`src/rtl/morra_cinese_n_if.sv`:
```
// Move/result bundle for the morra cinese arbiter.
// The player side drives the moves; the arbiter drives results and scores.
interface morra_cinese_n_if #(
  parameter int CNT_W = 5
);
  logic [1:0]       primo;
  logic [1:0]       secondo;
  logic [1:0]       manche;
  logic [1:0]       partita;
  logic [CNT_W-1:0] punti1;
  logic [CNT_W-1:0] punti2;
  logic [CNT_W-1:0] giocate;

  modport master (
    output primo, secondo,
    input  manche, partita, punti1, punti2, giocate
  );

  modport slave (
    input  primo, secondo,
    output manche, partita, punti1, punti2, giocate
  );
endinterface

```
`src/rtl/morra_cinese_n.sv`:
```
// Rock-paper-scissors match arbiter.
// One manche is sampled per cycle while the partita runs; a player may not
// repeat the move that last won for them. The partita ends on a sufficient
// lead after a minimum number of manches, or when the manche cap is reached.
module morra_cinese_n #(
  parameter int MIN_MANCHE = 4,
  parameter int MAX_BASE   = 4,
  parameter int VANT_WIN   = 2,
  parameter int CNT_W      = 5
) (
  input  logic             clk,
  input  logic             inizio,
  morra_cinese_n_if.slave  bus
);

  typedef enum logic {GIOCO = 1'b0, FINE = 1'b1} state_t;

  state_t           r_state;
  logic [1:0]       r_manche;
  logic [1:0]       r_partita;
  logic [CNT_W-1:0] r_p1;
  logic [CNT_W-1:0] r_p2;
  logic [CNT_W-1:0] r_gio;
  logic [CNT_W-1:0] r_max;
  logic [1:0]       r_old1;
  logic [1:0]       r_old2;

  logic             w_valid;
  logic             w_draw;
  logic             w_p1win;
  logic             w_p2win;
  logic [1:0]       w_res;
  logic [CNT_W-1:0] w_p1n;
  logic [CNT_W-1:0] w_p2n;
  logic [CNT_W-1:0] w_gn;
  logic [CNT_W-1:0] w_lead;
  logic             w_end;
  logic [1:0]       w_partita;

  // Manche validity: both players moved and neither replayed a stored winning move.
  assign w_valid = (bus.primo != 2'b00) && (bus.secondo != 2'b00) &&
                   !((r_old1 != 2'b00) && (bus.primo   == r_old1)) &&
                   !((r_old2 != 2'b00) && (bus.secondo == r_old2));

  // Outcome: carta beats sasso, sasso beats forbice, forbice beats carta.
  assign w_draw  = (bus.primo == bus.secondo);
  assign w_p1win = ((bus.primo == 2'b10) && (bus.secondo == 2'b01)) ||
                   ((bus.primo == 2'b01) && (bus.secondo == 2'b11)) ||
                   ((bus.primo == 2'b11) && (bus.secondo == 2'b10));
  assign w_p2win = !w_draw && !w_p1win;
  assign w_res   = w_draw ? 2'b11 : (w_p1win ? 2'b01 : 2'b10);

  // Post-update counts, so the end test sees this manche's effect.
  assign w_p1n  = r_p1 + CNT_W'(w_p1win);
  assign w_p2n  = r_p2 + CNT_W'(w_p2win);
  assign w_gn   = r_gio + CNT_W'(1);
  assign w_lead = (w_p1n >= w_p2n) ? (w_p1n - w_p2n) : (w_p2n - w_p1n);
  assign w_end  = ((w_gn >= CNT_W'(MIN_MANCHE)) && (w_lead >= CNT_W'(VANT_WIN))) ||
                  (w_gn == r_max);
  assign w_partita = (w_p1n > w_p2n) ? 2'b01 :
                     (w_p2n > w_p1n) ? 2'b10 : 2'b11;

  // Partita FSM with registered results; inizio restarts from any state.
  always_ff @(posedge clk) begin
    if (inizio) begin
      r_max     <= CNT_W'(MAX_BASE) + CNT_W'({bus.primo, bus.secondo});
      r_state   <= GIOCO;
      r_manche  <= 2'b00;
      r_partita <= 2'b00;
      r_p1      <= '0;
      r_p2      <= '0;
      r_gio     <= '0;
      r_old1    <= 2'b00;
      r_old2    <= 2'b00;
    end else begin
      case (r_state)
        GIOCO: begin
          if (w_valid) begin
            r_manche <= w_res;
            r_p1     <= w_p1n;
            r_p2     <= w_p2n;
            r_gio    <= w_gn;
            if (w_p1win) begin
              r_old1 <= bus.primo;
              r_old2 <= 2'b00;
            end else if (w_p2win) begin
              r_old1 <= 2'b00;
              r_old2 <= bus.secondo;
            end else begin
              r_old1 <= 2'b00;
              r_old2 <= 2'b00;
            end
            if (w_end) begin
              r_partita <= w_partita;
              r_state   <= FINE;
            end
          end else begin
            r_manche <= 2'b00;
          end
        end
        FINE: r_manche <= 2'b00;
        default: r_state <= GIOCO;
      endcase
    end
  end

  assign bus.manche  = r_manche;
  assign bus.partita = r_partita;
  assign bus.punti1  = r_p1;
  assign bus.punti2  = r_p2;
  assign bus.giocate = r_gio;

endmodule

```
`src/flat_wrapper.sv`:
```
// flat-port wrapper written by rule: the top's interface ports become plain ports
module morra_cinese_n_flat 
#(
  parameter int MIN_MANCHE = 4,
  parameter int MAX_BASE   = 4,
  parameter int VANT_WIN   = 2,
  parameter int CNT_W      = 5
)
  (clk, inizio, bus_primo, bus_secondo, bus_manche, bus_partita, bus_punti1, bus_punti2, bus_giocate);
  morra_cinese_n_if #(.CNT_W(CNT_W)) bus_i ();
  input  logic clk;
  input  logic inizio;
  input wire logic [$bits(bus_i.primo)-1:0] bus_primo;
  input wire logic [$bits(bus_i.secondo)-1:0] bus_secondo;
  output wire logic [$bits(bus_i.manche)-1:0] bus_manche;
  output wire logic [$bits(bus_i.partita)-1:0] bus_partita;
  output wire logic [$bits(bus_i.punti1)-1:0] bus_punti1;
  output wire logic [$bits(bus_i.punti2)-1:0] bus_punti2;
  output wire logic [$bits(bus_i.giocate)-1:0] bus_giocate;
  assign bus_i.primo = bus_primo;
  assign bus_i.secondo = bus_secondo;
  assign bus_manche = bus_i.manche;
  assign bus_partita = bus_i.partita;
  assign bus_punti1 = bus_i.punti1;
  assign bus_punti2 = bus_i.punti2;
  assign bus_giocate = bus_i.giocate;
  morra_cinese_n #(.MIN_MANCHE(MIN_MANCHE), .MAX_BASE(MAX_BASE), .VANT_WIN(VANT_WIN), .CNT_W(CNT_W)) u_core (.clk(clk), .inizio(inizio), .bus(bus_i));
endmodule
```
`config.mk`:
```
export PLATFORM = sky130hd
export DESIGN_NAME = morra_cinese_n_flat
export DESIGN_NICKNAME = d
export VERILOG_FILES = /design/src/rtl/morra_cinese_n_if.sv /design/src/rtl/morra_cinese_n.sv /design/src/flat_wrapper.sv
export SDC_FILE = /design/constraint.sdc
export NUM_CORES = 1
export LEC_CHECK = 0
export ABC_AREA = 0
export BUFFER_PORTS_ARGS = -buffer_cell sky130_fd_sc_hd__buf_2
export CORE_UTILIZATION = 31
export DETAILED_ROUTE_END_ITERATION = 6
export SYNTH_ARGS = -nofsm -noshare
export SYNTH_HDL_FRONTEND = slang
export SYNTH_SLANG_ARGS = --single-unit
```
`constraint.sdc`:
```
create_clock -name clk -period 5.92 [get_ports clk]
set_input_delay 1.184 -clock clk [delete_from_list [all_inputs] [get_ports clk]]
set_output_delay 1.184 -clock clk [all_outputs]
set_load 0.02 [all_outputs]
```
==> results.cfg <==
[outcome]
status = finished, final reports clean

[clocking]
cts_resized = 0
cts.reportedPaths.clkPinSlew_ps = 60
worstSkewPairLatency_ps = 280
clk_path_buf_depth = 2
postCtsHoldBufs = 0
cts_tree = built
cts_setup_buffers = 0
cts_sinks = 29
cts-root-buf = clkbuf_8
numCtsBuffers = 5
cts-htree-levels = 2

[sta]
rsz0062_at_grt = false
tightest_slew_ps = 772
max_freq_mhz = 217
hold_viol = 0
slew_headroom = 0.485
skew_ps = 1.54
setup_viol = 0
fin_crit_ps = 4610
slew_violations = 0
fin_setup_tns_ps = 0
finalCritPeriodShare = 0.780

[layout]
area_growth_pct = 15.8
nets = 265
drive_above_1_share = 0.162
n_fill_cell = 618
final_cell_count_no_fill = 316
n_antenna_cell = 0
mostFrequentLayoutCells = buf_2, dfxtp_1, nand2_1

[logic_synthesis]
yosys.area.top_type = dfxtp_1
synth_top_area_share = 0.254
yosysUniqueCellTypes = 46
ys_ff_latch = 29
ys.warnings.count = 0
synthTopCellsByArea = dfxtp_1, ha_1, edfxtp_1, a21oi_1, xor2_1
synth_nets = 240
ys_seq_area_frac = 0.333
synth_area_per_cell_um2 = 8.80
syn_inst = 215
netlist_area_mm2 = 0.00189

[global_routing]
grt_max_degree = 30
antenna_found_initial = 0
gr-total-overflow = 0
grt_pass1_vias = 1413
grt_usage = 0.139
grt_pass1_wl_um = 6740

[die]
die_area_mm2 = 0.00642
fp.dieW_um = 80.1
start_util = 0.320
ios = 25
core-area_mm2 = 0.00592
row_count = 28
dieHeight_um = 80.1

[setup_path]
timing.critical_path.slowest_stage_cell = ha_1
rr_worst_depth = 11
r2r_slack_ps = 2990
cp_common_cell = ha_1
r2r_end = u_core.bus.partita[0]$_SDFFE_PP0P_
path_buf_inv = 2
required_ps = 6120
cp_top_family = compound AO/OA/AOI/OAI gates
cp.arrival_ps = 4810
crit_type = in -> reg
startpoint_type = input port
critPathMaxStageDelay_ps = 340
crit_path_end_kind = flip-flop
crit_fanout = 8
path_cells = buf_2, inv_1, ha_1, mux2_2, nand2_1, o21ai_1, a21oi_1, ha_1, ha_1, xor2_2, ha_1, nor2b_1, o21a_1, or3_1, a22oi_1, a41oi_2, and2_4, a211oi_1
timing.rr.start = u_core.bus.punti1[0]$_SDFFE_PP0P_

[job]
maxCapViolations = 0

[hold_path]
hold-path-endpoint = u_core.r_old2[0]$_SDFFE_PP0P_
min_path_type = reg -> reg
hold_path_depth = 2
hold_start = u_core.r_old2[0]$_SDFFE_PP0P_

[place]
hpwlAfterDp_um = 3010
gp_congestion = 0.820
dpl.cell_count = 308
port_buffers = 24

[power]
p_leak_nw = 0.888
ir_worst_vdd_v = 0.0000932
powerDensity_mw_per_mm2 = 282

[route]
viasPerCell = 5.01
ant_nets = 0
drc = 0
firstDrtPassIters = 4
drtIter0Drc = 42
routed_wirelength_um = 4060
wl_per_cell_um = 12.8
vias = 1582
[synthesized netlist by cell type, drive strengths merged]
cell	n
dfxtp	24
nand2	22
a21oi	19
ha	17
o21ai	12
xor2	11
inv	10
nand3	10
nor2	9
xnor2	9
or3	8
a211oi	6
nor2b	6
clkbuf	5
edfxtp	5
nand2b	4
a31oi	3
nand4	3
o21a	3
a211o	2
a21boi	2
a22oi	2
and2	2
buf	2
fa	2
nor3	2
a221oi	1
a311oi	1
a41oi	1
and3	1
and4	1
mux2	1
nand3b	1
nor3b	1
nor4	1
nor4bb	1
o211ai	1
o221a	1
o22ai	1
o311ai	1
or2	1
[state kept, by name, summed over array words and instances (netlist names)]
name                cells
u_core.r_old2           2
u_core.bus.manche       2
u_core.bus.punti2       5
u_core.r_max            5
u_core.bus.giocate      5
u_core.bus.partita      2
u_core.bus.punti1       5
u_core.r_old1           2
u_core.r_state          1
[worst max-delay path by stage]
stage                                    endpoint  slack [ps]  depth (start not counted)    startpoint
5_1_grt        u_core.bus.partita[1]$_SDFFE_PP0P_        1030                         18  bus_primo[1]
2_1_floorplan  u_core.bus.partita[0]$_SDFFE_PP0P_        1470                         18  bus_primo[1]
3_5_place_dp   u_core.bus.partita[0]$_SDFFE_PP0P_        1010                         18  bus_primo[1]
4_1_cts        u_core.bus.partita[0]$_SDFFE_PP0P_        1300                         18  bus_primo[1]
3_3_place_gp   u_core.bus.partita[1]$_SDFFE_PP0P_        1140                         18  bus_primo[1]
6_report       u_core.bus.partita[0]$_SDFFE_PP0P_        1310                         18  bus_primo[1]
[worst min-delay path, cell delays in order, from the launching register on]
cell	delay, ps
dfxtp_1	320
nand2_1	60
a21oi_1	50
[cells by family after synthesis]
family	after synthesis	share of synthesized area
xor gates and xnor gates	20	0.0966
buffers and inverters	17	0.0351
and+or+nand+nor	73	0.198
AOI/OAI and AO/OA	56	0.197
DFF	29	0.333
adders and majority gates	19	0.134
muxes	1	0.00595
[layout make-up]
type / count / area, um2 / share of cell area
clock buffer: 6 / 72.6 / 0.0331
clock inverter: 2 / 33.8 / 0.0154
inverter: 10 / 37.5 / 0.0171
multi-input combinational: 169 / 1190 / 0.545
sequential: 29 / 631 / 0.288
tap: 75 / 93.8 / 0.0428
timing repair buffer: 25 / 128 / 0.0583
[routing by layer]
metal / track usage / routed length, um / part of all wire
met5: 0 / 0 / 0
met4: 0.0554 / 86 / 0.021
met3: 0.0432 / 168 / 0.041
met2: 0.215 / 1790 / 0.44
met1: 0.179 / 2010 / 0.50
[per-stage QoR]
stage,total power (W),util,worst slack (ps),area (um2),hold WS [ps]
finish,0.000618,0.370,1310,2190,468
global route,0.000660,0.370,1030,2190,488
CTS,0.000627,0.370,1300,2190,468
detailed placement,0.000419,0.352,1010,2080,459
global placement,0.000417,0.352,1140,2080,454
floorplan,0.000373,-,1470,1890,443
[report_power, final]
group          internal, W  switching (W)
Clock             0.000124      0.0000794
Combinational    0.0000761       0.000111
Sequential        0.000215      0.0000130
Power figures use the tool's default switching activity.
